$ cat src/rtl/counter_run_ctrl.sv
// Run/stop and clear control for the display counter: synchronizes and debounces
// two raw push-buttons, toggles a run state and emits a one-cycle clear pulse.
module counter_run_ctrl #(
    parameter int DEBOUNCE_CYCLES = 1000000,
    parameter int CNT_WIDTH       = 20
) (
    input  logic clock,
    input  logic reset,
    input  logic btn_run,
    input  logic btn_clr,
    output logic enable,
    output logic clear,
    output logic debounce_busy
);

    typedef enum logic {
        STOPPED = 1'b0,
        RUNNING = 1'b1
    } state_t;

    localparam logic [CNT_WIDTH-1:0] CNT_LAST = CNT_WIDTH'(DEBOUNCE_CYCLES - 1);

    logic                 run_s1, run_s2, run_stable, run_stable_d;
    logic                 clr_s1, clr_s2, clr_stable, clr_stable_d;
    logic [CNT_WIDTH-1:0] run_cnt, clr_cnt;
    logic [CNT_WIDTH-1:0] run_cnt_next, clr_cnt_next;
    logic                 run_stable_next, clr_stable_next;
    logic                 run_press, clr_press;
    state_t               state, state_next;
    logic                 clear_next;

    // A level is accepted only after it has disagreed with the stable value for
    // DEBOUNCE_CYCLES consecutive edges; any agreement restarts the count.
    always_comb begin
        run_cnt_next    = run_cnt + 1'b1;
        run_stable_next = run_stable;
        if (run_s2 == run_stable) begin
            run_cnt_next = '0;
        end else if (run_cnt == CNT_LAST) begin
            run_cnt_next    = '0;
            run_stable_next = run_s2;
        end

        clr_cnt_next    = clr_cnt + 1'b1;
        clr_stable_next = clr_stable;
        if (clr_s2 == clr_stable) begin
            clr_cnt_next = '0;
        end else if (clr_cnt == CNT_LAST) begin
            clr_cnt_next    = '0;
            clr_stable_next = clr_s2;
        end
    end

    assign run_press = run_stable & ~run_stable_d;
    assign clr_press = clr_stable & ~clr_stable_d;

    always_comb begin
        state_next = state;
        clear_next = 1'b0;
        if (clr_press) begin
            state_next = STOPPED;
            clear_next = 1'b1;
        end else if (run_press) begin
            state_next = (state == RUNNING) ? STOPPED : RUNNING;
        end
    end

    always_ff @(posedge clock) begin
        if (reset) begin
            run_s1        <= 1'b0;
            run_s2        <= 1'b0;
            run_stable    <= 1'b0;
            run_stable_d  <= 1'b0;
            run_cnt       <= '0;
            clr_s1        <= 1'b0;
            clr_s2        <= 1'b0;
            clr_stable    <= 1'b0;
            clr_stable_d  <= 1'b0;
            clr_cnt       <= '0;
            state         <= STOPPED;
            enable        <= 1'b0;
            clear         <= 1'b0;
            debounce_busy <= 1'b0;
        end else begin
            run_s1        <= btn_run;
            run_s2        <= run_s1;
            run_stable    <= run_stable_next;
            run_stable_d  <= run_stable;
            run_cnt       <= run_cnt_next;
            clr_s1        <= btn_clr;
            clr_s2        <= clr_s1;
            clr_stable    <= clr_stable_next;
            clr_stable_d  <= clr_stable;
            clr_cnt       <= clr_cnt_next;
            state         <= state_next;
            enable        <= (state_next == RUNNING);
            clear         <= clear_next;
            debounce_busy <= (run_cnt_next != '0) | (clr_cnt_next != '0);
        end
    end

endmodule

$ cat config.mk
export PLATFORM = sky130hd
export DESIGN_NAME = counter_run_ctrl
export DESIGN_NICKNAME = d
export VERILOG_FILES = /design/src/rtl/counter_run_ctrl.sv
export SDC_FILE = /design/constraint.sdc
export NUM_CORES = 1
export LEC_CHECK = 0
export ABC_AREA = 1
export BUFFER_PORTS_ARGS = -buffer_cell sky130_fd_sc_hd__buf_4
export CAP_MARGIN = 25
export CORE_AREA = 10 10 93 103
export CTS_CLUSTER_SIZE = 40
export DETAILED_ROUTE_END_ITERATION = 7
export DIE_AREA = 0 0 103 113
export GPL_TIMING_DRIVEN = 1
export PLACE_DENSITY = 0.54
export REMOVE_ABC_BUFFERS = 1
export SETUP_SLACK_MARGIN = 0.02
export SKIP_LAST_GASP = 1
export SYNTH_ARGS = -nofsm -noshare
export SYNTH_HDL_FRONTEND = slang
export SYNTH_SLANG_ARGS = --single-unit
$ cat constraint.sdc
create_clock -name clock -period 1.9 [get_ports clock]
set_clock_uncertainty 0.15 [all_clocks]
set_input_delay 0.38 -clock clock [delete_from_list [all_inputs] [get_ports clock]]
set_output_delay 0.38 -clock clock [all_outputs]
set_load 0.02 [all_outputs]
==> results by group <==
Clock tree
  • TritonCTS sink count: just over 50
  • CTS tree: done
  • Clock-pin slew on the worst setup and hold paths: roughly 0.10 ns
  • Worst-Skew Late Latency: 0.31 ns
  • Longest Clk Path Bufs: 2
  • H-tree levels: 2
  • Num CTS Buffers: 5
  • Root buffer selected by CTS: clkbuf_8

Setup path
  • CP Data Required Time: 1.94 ns
  • Worst-case reg-to-reg path depth: 14
  • Critical Path Start Type: flop
  • Worst Setup EP: debounce_busy$_SDFF_PP0_
  • Worst path slowest cell: dfxtp_2
  • Stages on worst setup path: 14
  • Worst-path cell chain: ha_4 -> nand2_2 -> nor2_4 -> nand2_2 -> nor2_4 -> nand2_4 -> nand2_4 -> nor2_1 -> nor2_1 -> nand2_1 -> nor2_1 -> nand3_1 -> nor2_1 -> nor2_1
  • R2R Path End: debounce_busy$_SDFF_PP0_
  • Worst Setup SP: run_cnt[0]$_SDFF_PP0_
  • Max incr delay on CP: approximately 0.36 ns
  • CP Capture Type: flop
  • Buf/Inv on CP: 0
  • R2R Path Start: run_cnt[0]$_SDFF_PP0_
  • Worst path most repeated cell: nor2_1
  • CP Data Arrival Time: 2.01 ns
  • CP top delay family: simple AND/OR/NAND/NOR gates
  • Worst setup path category: flop to flop
  • CP Max Fanout: 6
  • R2R Setup Slk: -0.07 ns

Die
  • Die height: between 100 and 150 um
  • Initial Util: 0.389
  • CORE AREA: between 0.007 and 0.008 mm2
  • Io pins: 7
  • Full die area: ~0.012 mm2
  • Row count: 33
  • Die X: 103 um

Place
  • Port Buffers: 6
  • HPWL after DPL: 5810 um
  • Placed insts: between 600 and 700
  • Placer Congestion: between 0.8 and 0.9

Final layout
  • Syn-to-layout area delta: 26.4%
  • Diodes inserted: 0
  • Final nets: about 540
  • Fillers: 781
  • Fin cells: approximately 620
  • Share of cells above drive strength 1: 0.221

Logic synthesis
  • Synthesized cell area: just under 0.003 mm2
  • Seq/Total Area, Yosys: 0.353
  • Syn avg cell area: slightly above 6 um2
  • YS warnings: 0
  • Cell taking the most area after synthesis: dfxtp_1
  • Share of the synthesized area in the top cell type: 0.353
  • Cells after Synth: about 470
  • Post-synth cell types: 29
  • Synth top area cells: dfxtp_1 35%, nand2_1 16%, nor2_1 15%, nand3_1 8.1%, inv_1 7.1%
  • Flops & latches, synth: 51

Route
  • Post-route DRC: 0
  • Via density: a little under 5
  • Routed WL per cell: 12.1 um
  • Final Routed Wirelength: between 7000 and 8000 um
  • Via Count: 2988
  • Antenna Violating Nets Remaining: 0
  • Initial DRC Count: 163
  • Pre-Repair DR Iteration Count: 4

Worst hold path
  • Hold WC Path Type: input pin to flop

Global route
  • Initial antenna violation count: 0
  • Largest net degree at the start of global routing: 38
  • Number of global-route vias before repair: 2825
  • GR Overflow Total: 0
  • Global-route wire length before repair: 12900 um
  • GR Util All Layers: 0.136

STA
  • Post-Route Setup TNS: -0.0743 ns
  • RSZ-0062 raised after global routing: yes
  • Final WS setup: -0.0743 ns
  • Fin crit share: 1.04
  • Final Critical Period: around 2 ns
  • Final slew viol count: 0
  • Final hold vios: 0
  • Fmax: slightly above 500 MHz
  • Final Setup Violations: 1
  • Least-Margin Pin Slew: around 0.43 ns
  • Max_slew headroom: 0.716

Pwr
  • Power Density: 531 mW/mm2
  • Worst VDD drop: ~0.30 mV
  • Total leakage power: roughly 1.6 nW

Flow run
  • Reported max-cap violation count: 0

Outcome
  • Violated checks: setup timing
  • Status: finished with violations
power by group:
part / switching [mW] / leakage [nW] / internal (mW)
sequential: 0.00397 / 0.414 / 1.07
combinational: 0.0477 / 1.16 / 0.0259
clock: 0.389 / 0.0587 / 0.400
total: 0.441 / 1.63 / 1.50
cell usage after synthesis, drive strengths merged:
cell / n
nand2: 129
nor2: 127
inv: 59
dfxtp: 51
nand3: 49
nand4: 9
nor3: 8
o21ai: 8
clkbuf: 6
o21bai: 6
a21oi: 4
xor2: 4
ha: 2
or2: 2
xnor2: 2
a211oi: 1
nand3b: 1
nor2b: 1
nor4: 1
o221ai: 1
worst min-delay path: stages:
cell and delay, ns:
buf_4 0.07, inv_1 0.03, nor2_1 0.07
what timing repair did:
action                                  4_1_cts  5_1_grt
resized for setup                            14       14
endpoints found under the setup margin        1        4
pin swaps                                     6       12
hold buffers                                  0        0
setup buffers                                 4        4
stage by stage:
| stage | total power, mW | instance area [um2] | hold slack [ns] | utilization | setup slack (ns) |
|---|---|---|---|---|---|
| 2_1_floorplan | 1.13 | 2870 | 0.238 | - | 0.107 |
| 4_1_cts | 1.98 | 3570 | 0.115 | 0.480 | -0.0528 |
| 5_1_grt | 2.04 | 3660 | 0.128 | 0.492 | -0.232 |
| 3_3_place_gp | 1.17 | 3380 | 0.240 | 0.454 | -0.0934 |
| 6_report | 1.94 | 3660 | 0.129 | 0.492 | -0.0743 |
| 3_5_place_dp | 1.17 | 3380 | 0.247 | 0.454 | -0.120 |
flip-flops by register name, summed over array words and instances, names as in the netlist:
| signal | cells |
|---|---|
| clear | 1 |
| run_s1 | 1 |
| run_stable_d | 1 |
| clr_stable | 1 |
| clr_s1 | 1 |
| clr_cnt | 20 |
| run_cnt | 20 |
| debounce_busy | 1 |
| clr_s2 | 1 |
| clr_stable_d | 1 |
| run_stable | 1 |
| state | 1 |
| run_s2 | 1 |
how the worst min path moves through the flow:
stage | start | endpoint | cells past startpoint
global placement | clr_s1$_SDFF_PP0_ | clr_s2$_SDFF_PP0_ | 2
floorplan | clr_s1$_SDFF_PP0_ | clr_s2$_SDFF_PP0_ | 2
global route | btn_run | run_s1$_SDFF_PP0_ | 3
detailed placement | clr_s1$_SDFF_PP0_ | clr_s2$_SDFF_PP0_ | 2
CTS | btn_run | run_s1$_SDFF_PP0_ | 3
finish | btn_run | run_s1$_SDFF_PP0_ | 3
logic make-up (layout without fill, tap and decap cells):
| kind of cell | after synthesis | count (layout) | synth area share |
|---|---|---|---|
| xor gates and xnor gates | 6 | 6 | 0.0182 |
| buffers and inverters | 65 | 128 | 0.0843 |
| DFF | 51 | 51 | 0.353 |
| adders and majority gates | 2 | 2 | 0.00865 |
| AOI/OAI and AO/OA | 20 | 20 | 0.0432 |
| and+or+nand+nor | 327 | 327 | 0.493 |
layout make-up:
cell class	count	area, um2	share of cell area
Clock inverter	3	47.5	0.0130
Multi-Input combinational cell	355	1730	0.472
Clock buffer	5	68.8	0.0188
Sequential cell	51	1030	0.281
Tap cell	87	109	0.0298
Inverter	59	221	0.0606
Timing Repair Buffer	61	458	0.125
cells in the final DEF, fill, tap and decap left out, types with 2 or more instances in the layout:
| cell | count |
|---|---|
| dfxtp_1 | 46 |
| dfxtp_2 | 5 |
| nand4_1 | 9 |
| o21ai_0 | 7 |
| nand2_4 | 4 |
| xor2_1 | 4 |
| nand3_2 | 5 |
| buf_4 | 61 |
| nor2_4 | 7 |
| xnor2_1 | 2 |
| a21oi_1 | 3 |
| ha_4 | 2 |
| o21bai_1 | 6 |
| nand2_1 | 116 |
| inv_1 | 53 |
| nor3_1 | 8 |
| nor2_1 | 112 |
| clkbuf_8 | 5 |
| nand2_2 | 9 |
| inv_2 | 6 |
| nor2_2 | 8 |
| nand3_1 | 43 |
layer usage:
layer	track usage	vias up	routed length, um
li1	-	1595	-
met1	0.163	1319	3440
met2	0.240	60	3700
met3	0.0219	14	260
met4	0.0381	0	133
met5	0	-	0
Power figures use the tool's default switching activity.
